### config.mk
export PLATFORM = sky130hd
export DESIGN_NAME = ram8_burst_ctrl
export DESIGN_NICKNAME = d
export VERILOG_FILES = /design/src/rtl/ram8_ctrl_pkg.sv /design/src/rtl/ram8_beat_counter.sv /design/src/rtl/ram8_burst_ctrl.sv
export SDC_FILE = /design/constraint.sdc
export NUM_CORES = 1
export LEC_CHECK = 0
export CAP_MARGIN = 20
export CORE_MARGIN = 3
export CORE_UTILIZATION = 34
export CTS_BUF_LIST = sky130_fd_sc_hd__clkbuf_8
export CTS_CLUSTER_DIAMETER = 50
export DETAILED_ROUTE_END_ITERATION = 12
export PLACE_DENSITY = 0.75
export SLEW_MARGIN = 20
export SYNTH_ARGS = -nofsm -noshare
export SYNTH_HDL_FRONTEND = slang
export SYNTH_SLANG_ARGS = --single-unit
### constraint.sdc
create_clock -name clk -period 1.7 [get_ports clk]
set_input_delay 0.34 -clock clk [delete_from_list [all_inputs] [get_ports clk]]
set_output_delay 0.34 -clock clk [all_outputs]
set_load 0.05 [all_outputs]
### src/rtl/ram8_ctrl_pkg.sv
// Shared definitions for the RAM8 burst controller.
// State encoding, default widths and memory depth.
package ram8_ctrl_pkg;

    localparam int DATA_W_DEF = 16;
    localparam int ADDR_W_DEF = 3;
    localparam int DEPTH      = 1 << ADDR_W_DEF;

    typedef enum logic [1:0] {
        IDLE  = 2'd0,
        WRITE = 2'd1,
        READ  = 2'd2,
        DRAIN = 2'd3
    } state_e;

endpackage

### src/rtl/ram8_beat_counter.sv
// Burst address / remaining-beat tracker.
// The address wraps naturally at 2**ADDR_W entries.
module ram8_beat_counter
    import ram8_ctrl_pkg::*;
#(
    parameter int ADDR_W = ADDR_W_DEF
) (
    input  logic              clk,
    input  logic              rst_n,
    input  logic              load,
    input  logic [ADDR_W-1:0] start,
    input  logic [ADDR_W-1:0] len,
    input  logic              step,
    output logic [ADDR_W-1:0] addr,
    output logic              last
);

    logic [ADDR_W-1:0] addr_q, addr_d;
    logic [ADDR_W-1:0] left_q, left_d;

    always_comb begin
        addr_d = addr_q;
        left_d = left_q;
        if (load) begin
            addr_d = start;
            left_d = len;
        end else if (step) begin
            addr_d = addr_q + ADDR_W'(1);
            if (left_q != '0) begin
                left_d = left_q - ADDR_W'(1);
            end
        end
    end

    always_ff @(posedge clk or negedge rst_n) begin
        if (!rst_n) begin
            addr_q <= '0;
            left_q <= '0;
        end else begin
            addr_q <= addr_d;
            left_q <= left_d;
        end
    end

    assign addr = addr_q;
    assign last = (left_q == '0);

endmodule

### src/rtl/ram8_burst_ctrl.sv
// Burst initiator for a RAM8 port with valid/ready
// write and read streams.
module ram8_burst_ctrl
    import ram8_ctrl_pkg::*;
#(
    parameter int DATA_W = DATA_W_DEF,
    parameter int ADDR_W = ADDR_W_DEF
) (
    input  logic              clk,
    input  logic              rst_n,
    input  logic              cmd_valid,
    output logic              cmd_ready,
    input  logic              cmd_write,
    input  logic [ADDR_W-1:0] cmd_addr,
    input  logic [ADDR_W-1:0] cmd_len,
    input  logic              wr_valid,
    output logic              wr_ready,
    input  logic [DATA_W-1:0] wr_data,
    output logic              rd_valid,
    input  logic              rd_ready,
    output logic [DATA_W-1:0] rd_data,
    output logic              busy,
    output logic              done,
    output logic [DATA_W-1:0] ram_in,
    output logic              ram_load,
    output logic [ADDR_W-1:0] ram_address,
    input  logic [DATA_W-1:0] ram_out
);

    state_e            state_q, state_d;
    logic              rd_valid_q, rd_valid_d;
    logic [DATA_W-1:0] rd_data_q, rd_data_d;
    logic              done_q, done_d;

    logic              accept;
    logic              wr_fire;
    logic              rd_adv;
    logic              drain_fire;
    logic              step;
    logic              last;
    logic [ADDR_W-1:0] cur_addr;

    assign accept     = (state_q == IDLE) && cmd_valid;
    assign wr_fire    = (state_q == WRITE) && wr_valid;
    assign rd_adv     = (state_q == READ) && (!rd_valid_q || rd_ready);
    assign drain_fire = (state_q == DRAIN) && rd_valid_q && rd_ready;
    assign step       = wr_fire || rd_adv;

    ram8_beat_counter #(
        .ADDR_W (ADDR_W)
    ) u_cnt (
        .clk   (clk),
        .rst_n (rst_n),
        .load  (accept),
        .start (cmd_addr),
        .len   (cmd_len),
        .step  (step),
        .addr  (cur_addr),
        .last  (last)
    );

    always_comb begin
        state_d    = state_q;
        rd_valid_d = rd_valid_q;
        rd_data_d  = rd_data_q;
        done_d     = 1'b0;
        unique case (state_q)
            IDLE: begin
                if (accept) begin
                    state_d = cmd_write ? WRITE : READ;
                end
            end
            WRITE: begin
                if (wr_fire && last) begin
                    state_d = IDLE;
                    done_d  = 1'b1;
                end
            end
            READ: begin
                if (rd_adv) begin
                    rd_data_d  = ram_out;
                    rd_valid_d = 1'b1;
                    if (last) begin
                        state_d = DRAIN;
                    end
                end
            end
            DRAIN: begin
                // Final beat stays presented until the consumer takes it.
                if (drain_fire) begin
                    rd_valid_d = 1'b0;
                    state_d    = IDLE;
                    done_d     = 1'b1;
                end
            end
            default: state_d = IDLE;
        endcase
    end

    always_ff @(posedge clk or negedge rst_n) begin
        if (!rst_n) begin
            state_q    <= IDLE;
            rd_valid_q <= 1'b0;
            rd_data_q  <= '0;
            done_q     <= 1'b0;
        end else begin
            state_q    <= state_d;
            rd_valid_q <= rd_valid_d;
            rd_data_q  <= rd_data_d;
            done_q     <= done_d;
        end
    end

    assign cmd_ready   = (state_q == IDLE);
    assign busy        = (state_q != IDLE);
    assign wr_ready    = (state_q == WRITE);
    assign rd_valid    = rd_valid_q;
    assign rd_data     = rd_data_q;
    assign done        = done_q;
    assign ram_load    = wr_fire;
    assign ram_in      = (state_q == WRITE) ? wr_data : '0;
    assign ram_address = ((state_q == WRITE) || (state_q == READ)) ? cur_addr : '0;

endmodule
==> results.toml, run 1 <==
[worst_setup_path]
start_kind = "flop"
endpoint = "ram_in[1]"
cp.depth = 5
cp_num_buf_inv = 3
worstPathCellList = "buf_6 -> ha_4 -> buf_8 -> and2_4 -> buf_12"
cp_slowest_cell = "dfrtp_1"
required_ns = 1.36
endpoint_kind = "output port"
reg2reg_to = "state_q[1]$_DFFE_PN0P_"
arrival_ns = 1.42
rr_worst_depth = 6
path_delay_family = "buffers and inverters"
critPathMaxFanout = 9
crit_type = "flop to output port"
regToRegStartpoint = "state_q[0]$_DFFE_PN0P_"
critPathMaxStageDelay_ns = 0.41
r2r_slack_ns = 0
cp-startpoint = "state_q[0]$_DFFE_PN0P_"

[clocking]
cts_made_buffers = 3
cts_tree = "done"
clock-sinks = 26
clk_latency_ns = 0.26
cts.htree.levels = 1
path_clk_slew_ns = 0.09
cts_hold_buf = 0
clockRootBuffer = "clkbuf_8"
cts_buffer_depth = 2

[run_status]
status = "finished, violations left"
violations = "negative setup slack"

[timing]
worst_slew_pin_slew_ns = 0.3800
min_period_ns = 1.763
hold_viol_final = 0
fin_crit_sh_pct = 103.7
setup_viol = 24
rsz0062_at_grt = "true"
skew_ns = 0.002120
fin_hold_ws_ns = 0.4335
fin_ws_ns = -0.06254
fmax_mhz = 567.4
finalMaxSlewViolations = 0
maxSlewHeadroom_pct = 74.61

[final_layout]
design_area_um2 = 2791
area_growth_pct = 104.7
final_cells = 277
fin_util_pct = 74.02
drive_gt1_share_pct = 50.66
num_antenna_cells = 0
nets = 283
nFillCells = 247

[die]
die_area_um2 = 4807
rows = 22
core_area_um2 = 3771
die_h_um = 69.34
initial_core_util_pct = 36.16
io_pins = 85
die_w_um = 69.34

[synthesis]
synthCells = 122
synth_top_cells_by_area = "dfrtp_1, mux2_2, and2_1"
syn_area_um2 = 1364
ys_warn_count = 0
yosysUniqueCellTypes = 25
synth_edf_count = 0
synthArstFlopShare_pct = 100.0
yosys_register_bits = 26
synthFlopType = "dfrtp_1"
yosysTopAreaCell = "dfrtp_1"
syn_nets = 174
avgSynthCellArea_um2 = 11.18
ys_top_cells_by_count = "dfrtp_1, and2_1, mux2_2"
synth_most_common_cell = "dfrtp_1"
yosys.area.top_type_share_pct = 47.71
ys_seq_area_share_pct = 47.71

[drt]
first_pass_iters = 4
route.detailed.drc = 0
routedWlPerCell_um = 15.60
vias = 1315
drt-total-wl_mm = 4.321
via_per_inst = 4.747
drtIter0Drc = 36
antenna_left = 0

[global_route]
grt_pass1_vias = 1384
grt.overflow.total = 0
grt_pass1_wl_mm = 7.072
track_usage_pct = 17.69
grt_antenna_before_repair = 0
grt_max_degree = 27

[power_and_ir_drop]
power.density_nw_per_um2 = 2156
peakVddDrop_mv = 1.434
p_leak_nw = 1.254
power_mw = 6.018

[placed_design]
dpl_cell_area_um2 = 2571
dp_cells = 262
gp_congestion = 0.7342
dpl.hpwl_mm = 3.086
portBuffers = 84

[flow_run]
drv_cap = 0

[worst_hold_path]
hold_class = "input port to asynchronous set/reset pin"
## state kept, by name, summed over array words and instances (netlist names)
signal / cells
rd_data: 16
u_cnt.addr: 3
u_cnt.left_q: 3
state_q: 2
done: 1
rd_valid: 1
## repair_timing
action / CTS / global route
gates resized for setup: 26 / 7
setup endpoints to repair: 22 / 28
cloned: 1 / 1
pin swaps: 5 / 3
buffers inserted: 8 / 2
## per-stage QoR
stage	setup TNS, ns	setup slack, ns
floorplan	-0.2641	-0.06951
global placement	-1.974	-0.1561
detailed placement	-2.743	-0.1967
CTS	-0.4606	-0.03314
global route	-1.899	-0.1028
finish	-1.005	-0.06254
## power breakdown
part,internal (mW),leakage [nW],switching [mW]
sequential,0.928,0.306,0.198
clock,0.158,0.0216,0.175
combinational,2.11,0.926,2.45
## cells in the final DEF, fill, tap and decap left out, types with 2 or more instances in the layout
cell / Yosys / routed
clkbuf_8: 0 / 3
and2_4: 1 / 20
dfrtp_1: 26 / 26
o21ai_0: 6 / 6
ha_1: 8 / 4
buf_12: 0 / 24
inv_2: 0 / 3
buf_6: 0 / 4
buf_4: 1 / 33
clkdlybuf4s50_1: 0 / 43
inv_1: 8 / 3
mux2_1: 2 / 2
a21oi_1: 2 / 2
nor2_1: 8 / 8
a21boi_1: 1 / 2
mux2_2: 16 / 16
ha_2: 0 / 2
or3_1: 3 / 3
nand2_1: 6 / 5
a31oi_1: 4 / 4
ha_4: 0 / 2
## layout make-up
| class | instances | area, µm² | share of cell area (%) |
|---|---|---|---|
| Multi-Input combinational cell | 86 | 757.0 | 27.12 |
| Tap cell | 48 | 60.06 | 2.151 |
| Clock buffer | 3 | 41.29 | 1.479 |
| Sequential cell | 26 | 650.6 | 23.31 |
| Timing Repair Buffer | 106 | 1246 | 44.64 |
| Inverter | 8 | 36.28 | 1.300 |
## worst min-delay path by stage
stage               slack (ns)                        end                   start
floorplan                 0.04             done$_DFF_PN0_                   rst_n
CTS                       0.45  u_cnt.addr[0]$_DFFE_PN0P_                   rst_n
finish                    0.43     rd_data[8]$_DFFE_PN0P_                   rst_n
global placement          0.49     rd_data[9]$_DFFE_PN0P_  rd_data[9]$_DFFE_PN0P_
global route              0.47     rd_data[8]$_DFFE_PN0P_                   rst_n
detailed placement        0.49     rd_data[0]$_DFFE_PN0P_  rd_data[0]$_DFFE_PN0P_
## worst register-to-register path, delay by kind of cell, from the launching register on
kind                       cells  cell delay [ns]
muxes                          1             0.32
buffers and inverters          2             0.17
DFF                            1             0.38
adders and majority gates      1             0.21
AOI/OAI and AO/OA              2             0.51
## cells by family (layout without fill, tap and decap cells)
kind of cell / count (synthesis) / after routing / synth area share [%]
buffers and inverters: 11 / 117 / 3.303
adders and majority gates: 8 / 8 / 7.340
DFF: 26 / 26 / 47.71
xor gates and xnor gates: 1 / 1 / 0.6423
AOI/OAI and AO/OA: 17 / 18 / 8.624
and+or+nand+nor: 40 / 40 / 16.79
muxes: 19 / 19 / 15.60
## routing by layer
layer,share of wire (%),up-vias,global-route usage (%)
met4,0.79,0,2.386
li1,-,630,-
met2,56,47,33.37
met3,5.4,4,3.478
met5,0,-,0
met1,38,634,21.00
No activity file was read; power rests on OpenSTA's default activity.
==> run 2: changes to the inputs <==
CTS_CLUSTER_SIZE = 28   (was not set)
==> results of run 2 <==
No change in the layout: final DEF, timing and power equal those of run 1.
